## src/rtl/decoder_pkg.sv

```systemverilog
// Shared types and sizes for the decoder_2to4 scan controller.
package decoder_pkg;
    localparam int SEL_W     = 2;
    localparam int NUM_LINES = 4;

    typedef enum logic [1:0] {
        IDLE  = 2'd0,
        LOAD  = 2'd1,
        DWELL = 2'd2
    } state_t;
endpackage

```

## src/rtl/scan_next_sel.sv

```systemverilog
// Picks the next enabled decoder line: the lowest set mask bit when first_i,
// otherwise the next set bit above cur_i. is_last_o flags cur_i as the highest set bit.
module scan_next_sel
    import decoder_pkg::*;
(
    input  logic [NUM_LINES-1:0] mask_i,
    input  logic [SEL_W-1:0]     cur_i,
    input  logic                 first_i,
    output logic [SEL_W-1:0]     next_o,
    output logic                 is_last_o
);

    always_comb begin
        next_o    = cur_i;
        is_last_o = 1'b1;
        // Walk downwards so the lowest qualifying bit is the one that sticks.
        for (int i = NUM_LINES - 1; i >= 0; i--) begin
            if (mask_i[i] && (first_i || (i > int'(cur_i)))) begin
                next_o = SEL_W'(i);
            end
            if (mask_i[i] && (i > int'(cur_i))) begin
                is_last_o = 1'b0;
            end
        end
    end

endmodule

```

## src/rtl/decoder_scan_ctrl.sv

```systemverilog
// Scans a programmable subset of decoder_2to4 outputs with a programmable dwell,
// keeping en low for a LOAD cycle around every {A,B} change.
module decoder_scan_ctrl
    import decoder_pkg::*;
#(
    parameter int DWELL_W = 8
) (
    input  logic               clk,
    input  logic               rst,
    input  logic               start,
    input  logic               stop,
    input  logic               cont,
    input  logic [3:0]         mask,
    input  logic [DWELL_W-1:0] dwell,
    output logic               A,
    output logic               B,
    output logic               en,
    output logic               busy,
    output logic               line_done,
    output logic               frame_done
);

    state_t                 state_q, state_d;
    logic [SEL_W-1:0]       sel_q, sel_d;
    logic [NUM_LINES-1:0]   mask_q, mask_d;
    logic [DWELL_W-1:0]     dwell_q, dwell_d;
    logic                   cont_q, cont_d;
    logic [DWELL_W-1:0]     cnt_q, cnt_d;
    logic                   en_q, en_d;
    logic                   busy_q, busy_d;
    logic                   ld_q, ld_d;
    logic                   fd_q, fd_d;

    logic [SEL_W-1:0]       step_next;
    logic                   step_last;
    logic [SEL_W-1:0]       first_sel;
    logic                   unused_first_last;

    function automatic logic [DWELL_W-1:0] clamp_dwell(input logic [DWELL_W-1:0] d);
        return (d == '0) ? DWELL_W'(1) : d;
    endfunction

    scan_next_sel u_step (
        .mask_i    (mask_q),
        .cur_i     (sel_q),
        .first_i   (1'b0),
        .next_o    (step_next),
        .is_last_o (step_last)
    );

    scan_next_sel u_first (
        .mask_i    (mask),
        .cur_i     (sel_q),
        .first_i   (1'b1),
        .next_o    (first_sel),
        .is_last_o (unused_first_last)
    );

    always_ff @(posedge clk) begin
        if (rst) begin
            state_q <= IDLE;
            sel_q   <= '0;
            mask_q  <= '0;
            dwell_q <= '0;
            cont_q  <= 1'b0;
            cnt_q   <= '0;
            en_q    <= 1'b0;
            busy_q  <= 1'b0;
            ld_q    <= 1'b0;
            fd_q    <= 1'b0;
        end else begin
            state_q <= state_d;
            sel_q   <= sel_d;
            mask_q  <= mask_d;
            dwell_q <= dwell_d;
            cont_q  <= cont_d;
            cnt_q   <= cnt_d;
            en_q    <= en_d;
            busy_q  <= busy_d;
            ld_q    <= ld_d;
            fd_q    <= fd_d;
        end
    end

    always_comb begin
        state_d = state_q;
        sel_d   = sel_q;
        mask_d  = mask_q;
        dwell_d = dwell_q;
        cont_d  = cont_q;
        cnt_d   = cnt_q;
        if (stop && (state_q != IDLE)) begin
            state_d = IDLE;
            cnt_d   = '0;
        end else begin
            case (state_q)
                IDLE: begin
                    if (start && !stop && (mask != '0)) begin
                        state_d = LOAD;
                        mask_d  = mask;
                        dwell_d = clamp_dwell(dwell);
                        cont_d  = cont;
                        sel_d   = first_sel;
                    end
                end
                LOAD: begin
                    state_d = DWELL;
                    cnt_d   = dwell_q;
                end
                DWELL: begin
                    if (cnt_q > DWELL_W'(1)) begin
                        cnt_d = cnt_q - DWELL_W'(1);
                    end else begin
                        cnt_d = '0;
                        if (!step_last) begin
                            sel_d   = step_next;
                            state_d = LOAD;
                        end else if (cont_q && (mask != '0)) begin
                            // Frame boundary: pick up the new programming.
                            mask_d  = mask;
                            dwell_d = clamp_dwell(dwell);
                            sel_d   = first_sel;
                            state_d = LOAD;
                        end else begin
                            state_d = IDLE;
                        end
                    end
                end
                default: begin
                    state_d = IDLE;
                    cnt_d   = '0;
                end
            endcase
        end
    end

    // Outputs are decoded from next state so they register in the cycle they describe.
    always_comb begin
        en_d   = (state_d == DWELL);
        busy_d = (state_d != IDLE);
        ld_d   = (state_d == DWELL) && (cnt_d == DWELL_W'(1));
        fd_d   = ld_d && step_last;
    end

    assign A          = sel_q[1];
    assign B          = sel_q[0];
    assign en         = en_q;
    assign busy       = busy_q;
    assign line_done  = ld_q;
    assign frame_done = fd_q;

endmodule
```

## config.mk

```make
export PLATFORM = sky130hd
export DESIGN_NAME = decoder_scan_ctrl
export DESIGN_NICKNAME = d
export VERILOG_FILES = /design/src/rtl/decoder_pkg.sv /design/src/rtl/scan_next_sel.sv /design/src/rtl/decoder_scan_ctrl.sv
export SDC_FILE = /design/constraint.sdc
export NUM_CORES = 1
export LEC_CHECK = 0
export ABC_CLOCK_PERIOD_IN_PS = 2000
export CAP_MARGIN = 5
export CORE_MARGIN = 2
export CORE_UTILIZATION = 41
export DETAILED_ROUTE_END_ITERATION = 12
export PLACE_DENSITY = 0.74
export SYNTH_ARGS = -nofsm -noshare
export SYNTH_HDL_FRONTEND = slang
export SYNTH_SLANG_ARGS = --single-unit
```

## constraint.sdc

```tcl
create_clock -name clk -period 2 [get_ports clk]
set_input_delay 0.5 -clock clk [delete_from_list [all_inputs] [get_ports clk]]
set_output_delay 0.5 -clock clk [all_outputs]
set_load 0.01 [all_outputs]
```

Word-level counts from Yosys, hierarchy flattened
Index checks and enable logic that the tools add are counted.

word-level totals
  output and inout bits = 6
  flip-flop bits (word level) = 29

operators by class
  bitwise gates (word level) = 1
  equality and inequality tests = 10
  $lt $le $gt $ge = 4
  $add $sub $neg = 1
  muxes and demuxes = 35
  reductions and logical operators = 19

operators with widths
  kind                 count
  $mux 8               7
  $mux 2               14
  $pmux 8 s3           1
  $mux 4               4
  $pmux 8 s2           1
  $reduce_and 6->1     2
  $logic_and 1x1->1    9
  $eq 8x1->1 const B   1
  $gt 8x1->1 const B   1
  $logic_not 8->1      1
  $ne 2x2->1 const B   4
  $pmux 4 s2           1
  $sub 8x1->8 const B  1
  $pmux 2 s3           1
  $reduce_bool 2->1    3
  $mux 1               5
  $ne 5x2->1 const B   1
  $eq 2x2->1 const B   2
  $gt 2x2->1 const A   2
  $pmux 2 s2           1
  $reduce_bool 4->1    1
  $ne 3x3->1 const B   1
  $reduce_and 3->1     1
  $eq 2x1->1 const B   1
  4 further kinds      4

Depth between registers and ports, before layout
  word-level depth = 12
  depth in mapped cells = 8
  mapped depth without buffers = 7

Cells and area by module
Synthesis repeated with hierarchy kept, for this count alone.

second synthesis, totals
  cell total of the unflattened synthesis = 191
  area, all modules = 1641.6 µm²

modules (own cells, without submodules)
  module             area each (µm²)  times used  cells an instance  sequential area each (µm²)
  decoder_scan_ctrl  1483.9           1           165                580.6
  scan_next_sel      78.8             2           13                 0.0

Worst setup path after synthesis
Ideal clock, no wire load.

  kind = flip-flop to flip-flop
  from = register cnt_q[0]
  to = register fd_q, in the netlist frame_done
  setup time = 0.092 ns
  required time = 1.908 ns
  path buffers = 0
  clock period less this slack = 1.937 ns
  slack = 0.063 ns
  data arrival time = 1.846 ns
  cell stages (with the launch flop) = 8
  cell sequence = dfxtp_1 inv_1 ha_1 or2_2 a31oi_2 a2bb2oi_1 or3_1 nor4_1

between the ends
  cells in the longest elaborated chain, start to end = 7

RTL lines
  element                                    RTL line                                            RTL
  from (decl)                                decoder_scan_ctrl.sv:28                             logic [DWELL_W-1:0] cnt_q, cnt_d;
  from (signal assigned)                     decoder_scan_ctrl.sv:77                             cnt_q <= cnt_d;
  $sub 8x1->8 or $gt 8x1->1 (tied branches)  decoder_scan_ctrl.sv:112, decoder_scan_ctrl.sv:111
  $mux 8 or $mux 2 (tied branches)           decoder_scan_ctrl.sv:111                            if (cnt_q > DWELL_W'(1)) begin
  $pmux 8 s3 or $pmux 2 s3 (tied branches)   decoder_scan_ctrl.sv:96                             case (state_q)
  $mux 8 or $mux 2 (tied branches)           decoder_scan_ctrl.sv:92                             if (stop && (state_q != IDLE)) begin
  $eq 8x1->1 or $eq 2x2->1 (tied branches)   decoder_scan_ctrl.sv:141                            ld_d = (state_d == DWELL) && (cnt_d == DWELL_W'(1));
  $logic_and 1x1->1 (*)                      decoder_scan_ctrl.sv:141
  $logic_and 1x1->1 (*)                      decoder_scan_ctrl.sv:142                            fd_d = ld_d && step_last;
  to (signal assigned)                       decoder_scan_ctrl.sv:70                             fd_q <= 1'b0;
  to (signal assigned)                       decoder_scan_ctrl.sv:81                             fd_q <= fd_d;
  to (decl)                                  decoder_scan_ctrl.sv:32                             logic fd_q, fd_d;

Every way passes the cells marked *; elsewhere a longest branch is shown, timed or not.
A chain may end at the register's enable or synchronous reset.

Final worst setup path
  from = register cnt_q[0]
  to = register cnt_q[4]

between the ends
  cells in the longest elaborated chain, start to end = 4

RTL lines
  element                                    RTL line
  $sub 8x1->8 or $gt 8x1->1 (tied branches)  decoder_scan_ctrl.sv:112, decoder_scan_ctrl.sv:111
  $mux 8 (*)                                 decoder_scan_ctrl.sv:111
  $pmux 8 s3 (*)                             decoder_scan_ctrl.sv:96
  $mux 8 (*)                                 decoder_scan_ctrl.sv:92

Marked as above.

==> flow_summary.json <==
{
  "yosysTopAreaCellShare_pct": 37.5,
  "status": "finished clean",
  "placementRows": 21,
  "cp_slowest_cell": "or3b_2",
  "syn_to_final_growth_pct": 43.3,
  "drt_iter0_drc": 101,
  "worst_hold_slack_ps": 472,
  "drive_gt1_share_pct": 23.8,
  "seq_area_frac_synth_pct": 37.5,
  "synth_compound_area_share_pct": 17.6,
  "yosysMostFrequentCell": "nand2_1",
  "synthArstFlopShare_pct": 0,
  "insertion_delay_ps": 340,
  "critical_path_class": "register to register",
  "drv_slew": 0,
  "worstPathArrival_ps": 2260,
  "routedWlPerCell_microns": 13.6,
  "finalWorstPathRequiredPeriod_ps": 1970,
  "die-area_sq_um": 4140,
  "relSlewSlack_pct": 72.0,
  "grt_max_degree": 16,
  "power_density_nw_per_um2": 505,
  "startpoint_type": "register",
  "placed_area_sq_um": 1990,
  "cts_sinks": 28,
  "irDropWorstVdd_mv": 0.299,
  "h-tree-depth": 1,
  "leakage_uw": 0.000854,
  "dr.pass1.iters": 4,
  "max_clock_freq_ghz": 0.507,
  "via_count": 1520,
  "crit_required_ps": 2280,
  "tightest_slew_ps": 416,
  "antenna_cells": 0,
  "ys_warn_count": 0,
  "critPathMaxFanout": 5,
  "syn_avg_cell_area_sq_um": 8.12,
  "yosys.area_share.simple_pct": 28.9,
  "synthDistinctLibCells": 44,
  "slowest_delay_ps": 510,
  "drc_errors": 0,
  "synthTopCellsByArea": "dfxtp_1 38%, mux2i_1 9.4%, nand2_1 8.0%",
  "die_x_microns": 64.4,
  "syn_nets": 203,
  "syn_inst": 184,
  "groute.usage.overall_pct": 19.4,
  "routabilityCongestion": 0.889,
  "synth_area_sq_um": 1490,
  "fin_worst_skew_ps": 2.64,
  "grt_pass1_vias": 1383,
  "fp.dieH_microns": 64.4,
  "crit_top_cell": "buf_4",
  "post-dp-hpwl_microns": 2870,
  "cts_hold_buffers": 0,
  "place_worst_setup_slack_ps": -403,
  "setup_viol": 0,
  "cts_tree": "yes",
  "crit_chain": "inv_1 -> ha_1 -> or3b_2 -> buf_4 -> nor4_4 -> a311oi_4 -> buf_4 -> nor2_1",
  "synthTopCellsByCount": "32 x nand2_1, 28 x dfxtp_1, 24 x nor2_1, 14 x mux2i_1, 9 x inv_1",
  "min_period_over_period_pct": 98.7,
  "antenna_found_initial": 0,
  "io_buffers": 22,
  "synth_edf_count": 0,
  "synthMuxAreaShare_pct": 10.1,
  "cts_buffer_depth": 2,
  "synth_xor_xnor_area_share_pct": 0,
  "clockRootBuffer": "clkbuf_4",
  "hp-class": "register to register",
  "clk_pin_slew_ps": 140,
  "start_util_pct": 43.7,
  "hold_viol": 0,
  "setup_slack_ps": 26.7,
  "total_power_uw": 1080,
  "synth_area_leader_cell": "dfxtp_1",
  "drv_cap": 0,
  "synthAdderAreaFrac_pct": 1.68,
  "cts_buffers": 3,
  "grt_pass1_wl_microns": 6290,
  "final_nets": 255,
  "synth_top_family_by_area": "simple AND/OR/NAND/NOR gates",
  "grt.overflow.total": 0,
  "synth_ff_type": "dfxtp_1",
  "ant_nets": 0,
  "via_per_inst": 5.41,
  "routed_wl_microns": 3820,
  "fin_area_sq_um": 2140,
  "io_pins": 23,
  "core-area_sq_um": 3420,
  "ys_seq_elements": 28,
  "crit_path_end_kind": "register"
}
## state kept, by name (all words and copies together), names as in the netlist
| signal | count |
|---|---|
| busy | 1 |
| cnt_q | 8 |
| cont_q | 1 |
| dwell_q | 8 |
| en | 1 |
| frame_done | 1 |
| line_done | 1 |
| mask_q | 3 |
| sel_q | 2 |
| state_q | 2 |
## area by class of cell
type / instances / area (sq um)
fillers: 295 / 1270
multi-input cells: 141 / 981
flip-flops and latches: 28 / 564
repair buffers: 53 / 468
well taps: 46 / 57.6
clock buffers: 4 / 36.3
inverters: 9 / 33.8
## cell families (layout without fill, tap and decap cells)
| group | count (synthesis) | after routing |
|---|---|---|
| AO/OA/AOI/OAI | 35 | 35 |
| adder cells (fa/ha/maj) | 2 | 2 |
| buffers and inverters | 15 | 66 |
| flip-flops | 28 | 28 |
| multiplexers | 15 | 15 |
| AND/OR/NAND/NOR | 89 | 89 |
## power breakdown
| part | internal [uW] | switching, uW |
|---|---|---|
| Clock | 112 | 168 |
| Combinational | 115 | 92.7 |
| Sequential | 577 | 17.0 |
## layer usage
metal / GRT usage (%) / wire (microns) / up-vias
li1: - / - / 757
met1: 26.2 / 1720 / 700
met2: 30.7 / 1800 / 56
met3: 2.46 / 218 / 7
met4: 8.78 / 78 / 0
met5: 0 / 0 / -
## per-stage QoR
step	TNS, ps	cells	util (%)
after CTS	0	281	59.5
after floorplan	0	184	-
final	0	281	62.7
after global routing	-176	281	62.7
after detailed placement	-5930	277	58.2
after global placement	-5140	277	58.2
## what timing repair did
action	4_1_cts	5_1_grt
setup endpoints to repair	15	14
buffers inserted	0	0
pin swaps	0	5
resized for setup	3	18
## layout by cell type (no fill, tap or decap), drive strengths merged, types with 5 or more instances in the layout
| cell type | synthesis | final |
|---|---|---|
| nor2 | 24 | 24 |
| nand2b | 6 | 6 |
| a311oi | 5 | 5 |
| inv | 9 | 9 |
| a21oi | 8 | 8 |
| dfxtp | 28 | 28 |
| nand2 | 32 | 32 |
| nor4 | 5 | 5 |
| nor2b | 5 | 5 |
| clkdlybuf4s50 | 0 | 21 |
| buf | 3 | 31 |
| mux2i | 14 | 14 |
## worst paths after layout
| path | cells after the start | end | startpoint | slack (ps) |
|---|---|---|---|---|
| min reg2reg | 2 | mask_q[1] | mask_q[1] | 470 |
| max reg2reg | 8 | cnt_q[4] | cnt_q[0] | 30 |
| max | 8 | cnt_q[4] | cnt_q[0] | 30 |
| min | 2 | mask_q[1] | mask_q[1] | 470 |
## worst max-delay path, delay by kind of cell, from the launching register on
family / cells / cell delay [ps]
buf+inv: 3 / 400
compound gates: 1 / 70
simple gates: 3 / 890
flops: 1 / 390
fa+ha+maj: 1 / 190
Power figures use the tool's default switching activity.
